## src/rtl/bist_pkg.sv

```systemverilog
// Shared definitions for the BIST engine: widths, select codes, FSM states, data patterns.
package bist_pkg;

  localparam int ADDR_W = 8;
  localparam int DATA_W = 4;

  localparam logic [3:0] SEL_FILL0 = 4'd0;
  localparam logic [3:0] SEL_M1    = 4'd1;
  localparam logic [3:0] SEL_M2    = 4'd2;
  localparam logic [3:0] SEL_M3    = 4'd3;
  localparam logic [3:0] SEL_M4    = 4'd4;
  localparam logic [3:0] SEL_CBW   = 4'd5;
  localparam logic [3:0] SEL_CBV   = 4'd6;
  localparam logic [3:0] SEL_NONE  = 4'hF;

  localparam logic [DATA_W-1:0] PAT_0 = 4'h0;
  localparam logic [DATA_W-1:0] PAT_F = 4'hF;
  localparam logic [DATA_W-1:0] PAT_5 = 4'h5;
  localparam logic [DATA_W-1:0] PAT_A = 4'hA;

  typedef enum logic [2:0] {IDLE, WR, RD, RW, VR, DONE} state_t;

  function automatic logic [DATA_W-1:0] cb_pat(input logic addr_lsb);
    return addr_lsb ? PAT_A : PAT_5;
  endfunction

endpackage

```

## src/rtl/bist_engine_top.sv

```systemverilog
// BIST controller: sequences fill, march and checkerboard operations over an external
// SRAM, checks read-back data and reports completion and the first failing address.
module bist_engine_top #(
  parameter int ADDR_W = bist_pkg::ADDR_W,
  parameter int DATA_W = bist_pkg::DATA_W
) (
  input  logic              clk,
  input  logic              rst,
  input  logic [3:0]        select,
  input  logic [DATA_W-1:0] dat_in,
  output logic [DATA_W-1:0] dat_out,
  output logic [ADDR_W-1:0] addr_out,
  output logic              w_en,
  output logic              op_done,
  output logic              fail,
  output logic [ADDR_W-1:0] fail_addr
);
  import bist_pkg::*;

  state_t            state, state_n;
  logic [3:0]        last_sel;
  logic [ADDR_W-1:0] addr_n, step_addr, cmp_addr, cmp_addr_n, chk_addr;
  logic [DATA_W-1:0] dat_n, old_pat, new_pat, exp_dat;
  logic              w_en_n, done_n, cmp_valid, cmp_valid_n;
  logic              start, desc, terminal, mismatch;

  always_comb begin
    start     = (select != last_sel);
    desc      = (last_sel == SEL_M3) || (last_sel == SEL_M4);
    step_addr = desc ? addr_out - 1'b1 : addr_out + 1'b1;
    terminal  = desc ? (addr_out == '0) : (addr_out == '1);
    old_pat   = ((last_sel == SEL_M1) || (last_sel == SEL_M3)) ? PAT_0 : PAT_F;
    new_pat   = ((last_sel == SEL_M1) || (last_sel == SEL_M3)) ? PAT_F : PAT_0;
  end

  always_comb begin
    state_n     = state;
    addr_n      = addr_out;
    dat_n       = dat_out;
    w_en_n      = 1'b0;
    done_n      = 1'b0;
    cmp_valid_n = 1'b0;
    cmp_addr_n  = cmp_addr;
    if (start) begin
      // The start edge already drives the first cycle's address and write strobe.
      unique case (select)
        SEL_FILL0, SEL_CBW: begin
          state_n = WR;
          addr_n  = '0;
          w_en_n  = 1'b1;
          dat_n   = (select == SEL_CBW) ? cb_pat(1'b0) : PAT_0;
        end
        SEL_M1, SEL_M2: begin state_n = RD; addr_n = '0; end
        SEL_M3, SEL_M4: begin state_n = RD; addr_n = '1; end
        SEL_CBV:        begin state_n = VR; addr_n = '0; end
        default:        state_n = IDLE;
      endcase
    end else begin
      unique case (state)
        WR: begin
          if (terminal) begin
            state_n = DONE;
            done_n  = 1'b1;
          end else begin
            addr_n = step_addr;
            w_en_n = 1'b1;
            dat_n  = (last_sel == SEL_CBW) ? cb_pat(step_addr[0]) : PAT_0;
          end
        end
        RD: begin
          state_n = RW;
          w_en_n  = 1'b1;
          dat_n   = new_pat;
        end
        RW: begin
          if (terminal) begin
            state_n = DONE;
            done_n  = 1'b1;
          end else begin
            state_n = RD;
            addr_n  = step_addr;
          end
        end
        VR: begin
          cmp_valid_n = 1'b1;
          cmp_addr_n  = addr_out;
          if (terminal) begin
            state_n = DONE;
            done_n  = 1'b1;
          end else begin
            addr_n = step_addr;
          end
        end
        default: state_n = IDLE;
      endcase
    end
  end

  // March compares land in the write cycle; verify compares trail the read by one cycle.
  always_comb begin
    exp_dat  = (state == RW) ? old_pat : cb_pat(cmp_addr[0]);
    chk_addr = (state == RW) ? addr_out : cmp_addr;
    mismatch = ((state == RW) || cmp_valid) && (dat_in != exp_dat);
  end

  always_ff @(posedge clk) begin
    if (rst) begin
      state     <= IDLE;
      last_sel  <= SEL_NONE;
      addr_out  <= '0;
      dat_out   <= '0;
      w_en      <= 1'b0;
      op_done   <= 1'b0;
      fail      <= 1'b0;
      fail_addr <= '0;
      cmp_valid <= 1'b0;
      cmp_addr  <= '0;
    end else begin
      state     <= state_n;
      last_sel  <= select;
      addr_out  <= addr_n;
      dat_out   <= dat_n;
      w_en      <= w_en_n;
      op_done   <= done_n;
      cmp_valid <= cmp_valid_n;
      cmp_addr  <= cmp_addr_n;
      if (mismatch) begin
        fail <= 1'b1;
        if (!fail) fail_addr <= chk_addr;
      end
    end
  end

endmodule

```

## config.mk

```make
export PLATFORM = sky130hd
export DESIGN_NAME = bist_engine_top
export DESIGN_NICKNAME = d
export VERILOG_FILES = /design/src/rtl/bist_pkg.sv /design/src/rtl/bist_engine_top.sv
export SDC_FILE = /design/constraint.sdc
export NUM_CORES = 1
export LEC_CHECK = 0
export ABC_CLOCK_PERIOD_IN_PS = 5500
export BUFFER_PORTS_ARGS = -buffer_cell sky130_fd_sc_hd__buf_2
export CAP_MARGIN = 0
export CORE_MARGIN = 3
export CORE_UTILIZATION = 48
export CTS_BUF_LIST = sky130_fd_sc_hd__clkbuf_4
export CTS_CLUSTER_SIZE = 20
export DETAILED_ROUTE_END_ITERATION = 10
export HOLD_SLACK_MARGIN = 0.02
export PLACE_DENSITY = 0.77
export REMOVE_ABC_BUFFERS = 1
export SYNTH_ARGS = -nofsm -noshare
export SYNTH_HDL_FRONTEND = slang
export SYNTH_SLANG_ARGS = --single-unit
```

## constraint.sdc

```tcl
create_clock -name clk -period 5.5 [get_ports clk]
set_input_delay 1.1 -clock clk [delete_from_list [all_inputs] [get_ports clk]]
set_output_delay 1.1 -clock clk [all_outputs]
set_load 0.01 [all_outputs]
```

==> summary.txt, run 1 <==
Status
  – Outcome: completed

Min path
  – Hold Path End: dat_out[1]$_SDFFE_PP0P_
  – Hold-critical path depth: 2
  – Hold Path Class: flop to flop
  – Hold Path Origin: dat_out[1]$_SDFFE_PP0P_

Setup path
  – Worst setup SP type: flop
  – Critical path's slowest cell: a21oi_2
  – Worst path most repeated cell: a21oi_1
  – Buf/Inv on CP: 0
  – CP Class: flop to flop
  – Reg2reg end: addr_out[7]$_SDFFE_PP0P_
  – Worst Path Required: 5.78 ns
  – Reg2Reg Depth: 9
  – Critical Path AT: 3.31 ns
  – CP max FO: 11
  – Largest stage delay, worst path: 0.57 ns
  – Critical path cell sequence: or3b_1 -> a21oi_2 -> ha_1 -> a21oi_1 -> o211ai_1 -> o41ai_1 -> xnor2_1 -> a211o_1 -> a21oi_1
  – Worst Setup End Kind: flop
  – Critical Path Start: last_sel[2]$_SDFF_PP1_
  – Reg2Reg Setup Slack: 2.47 ns
  – RR Startpoint: last_sel[2]$_SDFF_PP1_
  – Worst path top cell family by delay: compound AO/OA/AOI/OAI gates

Routing
  – DR vias/cell: 5.440
  – First-pass DRT Iterations: 4
  – DRT Wirelength: 4226 µm
  – Vias post-DR: 1,730
  – 1st-iter DRT viols: 83
  – Drt drc: 0
  – Wirelength per Cell: 13.29 µm
  – Detail Route Antenna Nets: 0

Floorplanning
  – Ports: 33
  – Initial core utilization: 50.86%
  – Die ar.: 5155 µm²
  – Width of the die: 71.80 µm
  – FP Rows: 23
  – Core Area: 4086 µm²
  – Die Y: 71.80 µm

Global routing
  – Initial antenna violation count: 0
  – First-pass GRT wire length: 7217 µm
  – GRT Total Usage: 17.39%
  – Largest net degree at the start of global routing: 38
  – Total grt overflow: 0
  – Vias in the first global route: 1,558

Timing
  – Final Slew Violations: 0
  – Final Setup Violations: 0
  – Setup TNS: 0 ns
  – Final WS setup: 2.466 ns
  – Tightest Pin Transition: 1.048 ns
  – Fin crit period: 3.034 ns
  – Fmax achieved: 0.3296 GHz
  – RSZ-0062 raised after global routing: false
  – Final Hold Vio Count: 0
  – Fin crit share: 55.16%
  – Setup Skew: 0.007648 ns
  – Min Hold Slack: 0.4685 ns
  – Slew headroom: 28.29%

Yosys
  – Mapped Cells: 240
  – Mapped Avg Cell Area: 8.659 µm²
  – Synth unique cells: 49
  – Sequential share of the synthesized area: 35.64%
  – Synth async-reset ratio: 0%
  – Yosys reg bits: 37
  – Number of synthesized flops with an enable pin: 0
  – Synth area leaders: dfxtp_1 36%, mux2i_1 8.7%, nor2_1 7.6%, a21oi_1 5.8%, ha_1 4.2%
  – Prevailing post-synth register cell: dfxtp_1
  – Leading area contributor after synthesis: dfxtp_1
  – Synth warn: 0
  – Mapped cell area: 2078 µm²
  – Top cell type's share of synthesized area: 35.64%

Pwr
  – Switching part of the total: 25.55%
  – Sequential Power Share: 48.1%
  – Pleak: 1.063 nW
  – Peak VDD IR: 0.0001199 V
  – Pwr dens: 259.7 nW/µm²
  – NetSw: 0.0001552 W
  – Clk network pwr share: 38.5%
  – Gate power share: 13.4%
  – Internal power: 0.0004524 W

Clock network
  – CTS root buf: clkbuf_4
  – CTS tree: done
  – TritonCTS Sinks: 37
  – Hold-fix buffers, CTS: 0
  – Worst-skew pair later-pin latency: 0.34 ns
  – CTS max path bufs: 2
  – Num CTS Buffers: 5
  – H-tree lvl count: 2
  – # Post-CTS Setup Buffers: 0
  – Post-CTS sizing: 0
  – Worst-path clk slew: 0.11 ns

Finish
  – Commonest non-fill, non-tap cell in the layout: nor2_1
  – Most frequent cells in the layout: 42 x nor2_1, 37 x dfxtp_1, 32 x buf_2
  – Final net count: 285
  – Layout area overhead: 12.58%
  – Fill cells: 377
  – N_diodes: 0
  – Final core occ: 57.26%
  – Post-Layout Cell Count: 318
  – Share of layout cells above drive strength 1: 22.39%

Placed design
  – IO buf count: 32
  – Post-Place Cells: 310
  – RePlAce Congestion: 0.8334
  – DP HPWL: 2940 µm
  – Post-Place Worst Slack: 2.154 ns

Run
  – Max_cap viols: 0
==> worst max-delay path by stage <==
stage                                           to  slack [ns]  cells after the start
after global placement    addr_out[1]$_SDFFE_PP0P_        2.22                      8
after CTS                 addr_out[7]$_SDFFE_PP0P_        2.49                      9
after floorplan           cmp_addr[1]$_SDFFE_PP0P_        2.11                      5
after global routing      addr_out[7]$_SDFFE_PP0P_        2.28                      8
final                     addr_out[7]$_SDFFE_PP0P_        2.47                      9
after detailed placement  addr_out[1]$_SDFFE_PP0P_        2.15                      8
==> metal layers <==
| layer | part of all wire (%) | track usage (%) | up-vias | wire, µm |
|---|---|---|---|---|
| met5 | 0 | 0 | - | 0 |
| met4 | 1.7 | 6.054 | 0 | 72 |
| met3 | 3.4 | 3.366 | 8 | 144 |
| met2 | 47 | 28.47 | 35 | 2000 |
| met1 | 48 | 22.84 | 782 | 2009 |
| li1 | - | - | 905 | - |
==> cells by family after synthesis <==
| logic type | count (synthesis) | share of synthesized area, % |
|---|---|---|
| mux | 20 | 9.753 |
| flops | 37 | 35.64 |
| simple gates | 94 | 23.30 |
| fa+ha+maj | 8 | 5.177 |
| compound gates | 51 | 16.74 |
| xor+xnor | 12 | 5.057 |
| buf+inv | 18 | 4.334 |
==> sequential cells by signal (all words and copies together) (netlist names) <==
| signal | count |
|---|---|
| addr_out | 8 |
| cmp_addr | 8 |
| cmp_valid | 1 |
| dat_out | 2 |
| fail | 1 |
| fail_addr | 8 |
| last_sel | 4 |
| op_done | 1 |
| state | 3 |
| w_en | 1 |
==> synth_stat cells, types with 5 or more instances <==
master    number
xnor2_1        5
a211oi_1       8
mux2i_1       18
a21oi_1       24
or2_2          7
dfxtp_1       37
nand2_1        8
xor2_1         7
inv_1          5
clkbuf_1       6
nor2_1        42
nor3_1        11
ha_1           7
==> stage by stage <==
step / power, W / instance area, µm²
floorplan: 0.0003483 / 2007
global placement: 0.0003765 / 2237
detailed placement: 0.0003783 / 2237
CTS: 0.0006100 / 2340
global route: 0.0006356 / 2340
finish: 0.0006076 / 2340
==> power groups by stage <==
stage	logic (W)	clock network, W	registers, W
5_1_grt	0.0000912	0.000250	0.000294
3_5_place_dp	0.0000803	0	0.000298
2_1_floorplan	0.0000517	0	0.000297
6_report	0.0000813	0.000234	0.000292
4_1_cts	0.0000810	0.000237	0.000292
3_3_place_gp	0.0000789	0	0.000298
==> worst min-delay path: cells and delay by family, from the launching register on <==
kind,cells,cell delay (ns)
and+or+nand+nor,1,0.05
DFF,1,0.33
AOI/OAI and AO/OA,1,0.05
==> final cells by class <==
class	instances	area (µm²)	share of cell area, %
inverters	5	18.77	0.8021
well taps	50	62.56	2.674
multi-input cells	185	1247	53.32
clock inverters	3	65.06	2.781
clock buffers	5	37.54	1.604
flip-flops and latches	37	740.7	31.66
repair buffers	33	167.7	7.166
(Power assumes the default switching activity.)
==> inputs of run 2 (changes only) <==
--- a/config.mk
+++ b/config.mk
@@ -5,7 +5,7 @@
 export SDC_FILE = /design/constraint.sdc
 export NUM_CORES = 1
 export LEC_CHECK = 0
-export ABC_CLOCK_PERIOD_IN_PS = 5500
+export ABC_CLOCK_PERIOD_IN_PS = 2900
 export BUFFER_PORTS_ARGS = -buffer_cell sky130_fd_sc_hd__buf_2
 export CAP_MARGIN = 0
 export CORE_MARGIN = 3
==> constraint.sdc (replaced) <==
create_clock -name clk -period 2.9 [get_ports clk]
set_input_delay 0.58 -clock clk [delete_from_list [all_inputs] [get_ports clk]]
set_output_delay 0.58 -clock clk [all_outputs]
set_load 0.01 [all_outputs]
==> run 2 against run 1 <==
  * Non-clock buffer count increased by 4
  * Clock skew is 0.00073 ns higher
  * Routed wire length increased by 1.4%
  * Sequential share of layout area is 0.14 points higher
  * Count of clock-buffer cells in the layout grew 1
  * Clock power up 15%
  * Final area decreased by 0.43%
  * Combinational power is 93% higher
==> summary.txt, run 2 (synthesized netlist as in run 1, its figures left out) <==
Status
  – Outcome: completed

Clock network
  – Worst-path clk slew: 0.11 ns
  – CTS max path bufs: 2
  – TritonCTS Sinks: 37
  – H-tree lvl count: 2
  – Worst-skew pair later-pin latency: 0.34 ns
  – Num CTS Buffers: 5
  – CTS root buf: clkbuf_4
  – CTS tree: done

Setup path
  – CP max FO: 6
  – Worst setup SP type: flop
  – Largest stage delay, worst path: 0.43 ns
  – Critical path cell sequence: or3b_1 -> a21oi_4 -> ha_1 -> a21oi_1 -> o211ai_1 -> o41ai_1 -> xnor2_1 -> a211o_1 -> a21oi_1
  – CP Class: flop to flop
  – Critical Path AT: 2.88 ns
  – Buf/Inv on CP: 0
  – Worst path most repeated cell: a21oi_1
  – Critical path's slowest cell: dfxtp_1
  – Worst Setup End Kind: flop
  – Worst path top cell family by delay: compound AO/OA/AOI/OAI gates
  – Worst Path Required: 3.18 ns

Finish
  – Commonest non-fill, non-tap cell in the layout: nor2_1
  – Most frequent cells in the layout: 42 x nor2_1, 37 x dfxtp_1, 32 x buf_2
  – Fin area: 2330 µm²
  – N_diodes: 0
  – Largest regs: addr_out (8), cmp_addr (8), fail_addr (8)
  – Final net count: 289
  – Share of layout cells above drive strength 1: 23.53%
  – Layout area overhead: 12.10%
  – Fill cells: 390

Routing
  – Detail Route Antenna Nets: 0
  – DR vias/cell: 5.460
  – Vias post-DR: 1,758
  – Drt drc: 0
  – DRT Wirelength: 4287 µm
  – First-pass DRT Iterations: 4
  – 1st-iter DRT viols: 71
  – Wirelength per Cell: 13.31 µm

Pwr
  – Sequential Power Share: 56.5%
  – Pwr dens: 420.5 nW/µm²
  – Gate power share: 16.0%
  – Switching part of the total: 29.09%
  – Internal power: 0.0006947 W
  – Clk network pwr share: 27.5%
  – Peak VDD IR: 0.0002220 V
  – NetSw: 0.0002850 W
  – Pleak: 1.062 nW

Timing
  – Slew headroom: 53.96%
  – Fmax achieved: 0.3844 GHz
  – Fin crit period: 2.602 ns
  – Fin crit share: 89.71%
  – Final Hold Vio Count: 0
  – Setup TNS: 0 ns
  – Setup Skew: 0.008376 ns
  – Final Setup Violations: 0
  – RSZ-0062 raised after global routing: false
  – Tightest Pin Transition: 0.6906 ns
  – Final Slew Violations: 0
  – Final WS setup: 0.2985 ns

Min path
  – Hold Path Class: flop to flop

Floorplanning
  – Width of the die: 71.80 µm
  – Ports: 33
  – Core Area: 4086 µm²
  – FP Rows: 23
  – Initial core utilization: 50.86%
  – Die Y: 71.80 µm
  – Die ar.: 5155 µm²

Placed design
  – DP HPWL: 3058 µm
  – RePlAce Congestion: 0.8151
  – IO buf count: 32
  – Placed cell area: 2267 µm²
  – Post-Place Worst Slack: 0.3035 ns

Global routing
  – Largest net degree at the start of global routing: 38
  – Vias in the first global route: 1,597
  – First-pass GRT wire length: 7355 µm
  – Initial antenna violation count: 0
  – GRT Total Usage: 17.68%
  – Total grt overflow: 0

Run
  – Max_cap viols: 0
==> run 2: per-stage QoR <==
stage / total power, W / instances / hold WS, ns / utilization [%]
finish: 0.0009797 / 322 / 0.4821 / 57.01
global route: 0.001039 / 322 / 0.5079 / 57.01
CTS: 0.0009922 / 322 / 0.4842 / 56.83
detailed placement: 0.0007195 / 314 / 0.4674 / 55.48
global placement: 0.0007154 / 314 / 0.4560 / 55.48
floorplan: 0.0006605 / 227 / 0.4548 / -
==> run 2: tightest hold or removal path, stage by stage (launching register included) <==
cell,delay (ns)
dfxtp_1,0.34
nand2_1,0.06
a21oi_1,0.05
==> run 2: worst paths after layout <==
kind / startpoint / end / slack [ns] / cells past startpoint
max: last_sel[2]$_SDFF_PP1_ / addr_out[7]$_SDFFE_PP0P_ / 0.30 / 9
min: dat_out[1]$_SDFFE_PP0P_ / dat_out[1]$_SDFFE_PP0P_ / 0.48 / 2
max reg2reg: last_sel[2]$_SDFF_PP1_ / addr_out[7]$_SDFFE_PP0P_ / 0.30 / 9
min reg2reg: dat_out[1]$_SDFFE_PP0P_ / dat_out[1]$_SDFFE_PP0P_ / 0.48 / 2
==> run 2: power by group through the flow <==
stage / combinational [W] / clock, W / sequential, W
4_1_cts: 0.000156 / 0.000283 / 0.000553
3_5_place_dp: 0.000155 / 0 / 0.000564
2_1_floorplan: 0.0000981 / 0 / 0.000562
6_report: 0.000157 / 0.000269 / 0.000553
5_1_grt: 0.000178 / 0.000305 / 0.000556
3_3_place_gp: 0.000152 / 0 / 0.000564
==> run 2: layout make-up <==
| class | count | area [µm²] | share of cell area, % |
|---|---|---|---|
| Timing Repair Buffer | 37 | 197.7 | 8.486 |
| Multi-Input combinational cell | 185 | 1255 | 53.87 |
| Clock buffer | 6 | 45.04 | 1.933 |
| Inverter | 5 | 18.77 | 0.8056 |
| Sequential cell | 37 | 740.7 | 31.79 |
| Tap cell | 50 | 62.56 | 2.685 |
| Clock inverter | 2 | 10.01 | 0.4296 |
==> run 2: routing by layer <==
layer / wire (µm) / GRT usage, % / vias to the layer above
met1: 1993 / 23.08 / 799
li1: - / - / 919
met4: 45 / 6.889 / 0
met2: 2054 / 28.78 / 36
met5: 0 / 0 / -
met3: 194 / 3.366 / 4
==> run 2: what timing repair did <==
| action | 4_1_cts | 5_1_grt |
|---|---|---|
| hold buffers | 0 | 0 |
| endpoints found under the setup margin | 0 | 1 |
| resized for setup | 0 | 1 |
| buffers inserted | 0 | 0 |
==> inputs of run 3 (changes only) <==
--- a/config.mk
+++ b/config.mk
@@ -9,12 +9,13 @@
 export BUFFER_PORTS_ARGS = -buffer_cell sky130_fd_sc_hd__buf_2
 export CAP_MARGIN = 0
 export CORE_MARGIN = 3
-export CORE_UTILIZATION = 48
+export CORE_UTILIZATION = 55
 export CTS_BUF_LIST = sky130_fd_sc_hd__clkbuf_4
 export CTS_CLUSTER_SIZE = 20
 export DETAILED_ROUTE_END_ITERATION = 10
 export HOLD_SLACK_MARGIN = 0.02
-export PLACE_DENSITY = 0.77
+export PLACE_DENSITY = 0.86
+export RECOVER_POWER = 50
 export REMOVE_ABC_BUFFERS = 1
 export SYNTH_ARGS = -nofsm -noshare
 export SYNTH_HDL_FRONTEND = slang
==> run 3 against run 2 <==
  * The run now ends with max-capacitance violations, max-slew violations left
  * Flip-flop and latch count did not move
  * Register-to-register slack improved by 0.03 ns
  * Fmax rose by 1.4%
  * First-iteration DRC count rose by 70%
  * Clock skew rose by 0.0034 ns
  * Non-clock buffer count fell by 1
  * Largest cell class unchanged
==> summary.txt, run 3 (synthesized netlist as in run 1, its figures left out) <==
Finish
  – Final net count: 288
  – Final core occ: 65.09%
  – Share of layout cells above drive strength 1: 13.28%
  – Largest regs: addr_out (8), cmp_addr (8), fail_addr (8)
  – Layout area overhead: 9.452%
  – Fill cells: 305
  – N_diodes: 0
  – Most frequent cells in the layout: 42 x nor2_1, 37 x dfxtp_1, 24 x a21oi_1, 24 x clkbuf_1, 18 x mux2i_1
  – Commonest non-fill, non-tap cell in the layout: nor2_1

Timing
  – Final Hold Vio Count: 0
  – Fin crit share: 88.50%
  – Slew headroom: -6.708%
  – RSZ-0062 raised after global routing: false
  – Min Hold Slack: 0.4798 ns
  – Setup Skew: 0.01176 ns
  – Setup TNS: 0 ns
  – Final Slew Violations: 38
  – Final WS setup: 0.3334 ns
  – Fmax achieved: 0.3896 GHz
  – Final Setup Violations: 0
  – Tightest Pin Transition: 1.601 ns
  – Fin crit period: 2.567 ns

Floorplanning
  – Initial core utilization: 59.47%
  – Core Area: 3495 µm²
  – Ports: 33
  – Die Y: 67.47 µm
  – Die ar.: 4552 µm²
  – Width of the die: 67.47 µm
  – FP Rows: 21

Routing
  – Top Metal Used: met4
  – Detail Route Antenna Nets: 0
  – Wirelength per Cell: 13.37 µm
  – Met2 wire len: 2153 µm
  – DR vias/cell: 5.625
  – Drt drc: 0
  – Vias post-DR: 1,783
  – First-pass DRT Iterations: 5
  – DRT Wirelength: 4237 µm
  – WL met3: 175 µm
  – DRT met1 WL: 1886 µm
  – 1st-iter DRT viols: 121

Clock network
  – Worst-path clk slew: 0.11 ns
  – Post-CTS sizing: 0
  – TritonCTS Sinks: 37
  – CTS root buf: clkbuf_4
  – Worst-skew pair later-pin latency: 0.35 ns
  – H-tree lvl count: 2
  – # Post-CTS Setup Buffers: 0
  – CTS tree: done
  – Num CTS Buffers: 5
  – CTS max path bufs: 2
  – Hold-fix buffers, CTS: 0

Setup path
  – Buf/Inv on CP: 0
  – CP Class: flop to flop
  – Worst path top cell family by delay: compound AO/OA/AOI/OAI gates
  – Worst Path Required: 3.19 ns
  – Worst Setup End Kind: flop
  – Critical Path AT: 2.86 ns
  – CP max FO: 6
  – Worst setup SP type: flop
  – Reg2Reg Setup Slack: 0.33 ns
  – Worst path most repeated cell: a21oi_1
  – Largest stage delay, worst path: 0.41 ns
  – Critical path cell sequence: or3b_1 -> a21oi_2 -> ha_1 -> a21oi_1 -> o211ai_1 -> o41ai_1 -> xnor2_1 -> a211o_1 -> a21oi_1
  – Critical path's slowest cell: dfxtp_1

Global routing
  – Largest net degree at the start of global routing: 38
  – GRT Total Usage: 20.35%
  – Vias in the first global route: 1,600
  – Initial antenna violation count: 0
  – First-pass GRT wire length: 7120 µm
  – Total grt overflow: 0

Placed design
  – RePlAce Congestion: 0.8824
  – DP HPWL: 3027 µm
  – Post-Place Worst Slack: 0.3719 ns
  – IO buf count: 32

Pwr
  – Peak VDD IR: 0.0002198 V
  – Pwr dens: 422.3 nW/µm²
  – Pleak: 0.9521 nW

Run
  – Max_cap viols: 1

Min path
  – Hold Path Class: flop to flop

Status
  – Outcome: finished, violations left
  – Failing checks: max-capacitance violations, max-slew violations
## run 3: cell count changes in the layout (fill, tap and decap cells not counted)
cell and delta:
a21oi_2 +1, a21oi_4 -1, buf_2 -24, buf_4 -1
clkbuf_1 +24, clkbuf_4 -1, clkinv_1 +2, clkinv_2 -1
mux2_1 +1, mux2_2 -1
## run 3: layout make-up
class	instances	area, µm²	area share, %
Multi-Input combinational cell	185	1247	54.84
Sequential cell	37	740.7	32.56
Timing Repair Buffer	36	160.2	7.041
Tap cell	46	57.56	2.530
Clock buffer	5	37.54	1.650
Inverter	5	18.77	0.8251
Clock inverter	3	12.51	0.5501
## run 3: where the power goes
group	internal [W]	switching, W	total [W]
Clock	0.0000876	0.000166	0.000254
Combinational	0.0000648	0.0000878	0.000153
Sequential	0.000525	0.0000292	0.000554
## run 3: tightest hold or removal path, delay by kind of cell (launching register included)
| kind | cells | cell delay [ns] |
|---|---|---|
| AND/OR/NAND/NOR | 1 | 0.06 |
| AO/OA/AOI/OAI | 1 | 0.05 |
| flip-flops | 1 | 0.34 |
## run 3: per-layer routing
metal,up-vias,global-route usage (%)
li1,915,-
met1,825,25.23
met2,40,34.63
met3,3,3.993
met4,0,7.595
met5,-,0
## run 3: path summary, 6_finish.rpt
kind / startpoint / cells after the start / end
worst max-delay path: last_sel[2]$_SDFF_PP1_ / 9 / addr_out[7]$_SDFFE_PP0P_
worst min-delay path: dat_out[1]$_SDFFE_PP0P_ / 2 / dat_out[1]$_SDFFE_PP0P_
worst max register to register: last_sel[2]$_SDFF_PP1_ / 9 / addr_out[7]$_SDFFE_PP0P_
worst min register to register: dat_out[1]$_SDFFE_PP0P_ / 2 / dat_out[1]$_SDFFE_PP0P_
## run 3: stage by stage
| stage | cells | total power (W) | cell area, µm² |
|---|---|---|---|
| after detailed placement | 309 | 0.0007193 | 2255 |
| after global routing | 317 | 0.001009 | 2275 |
| after CTS | 317 | 0.0009686 | 2305 |
| after floorplan | 227 | 0.0006605 | 2007 |
| after global placement | 309 | 0.0007140 | 2255 |
| final | 317 | 0.0009605 | 2275 |
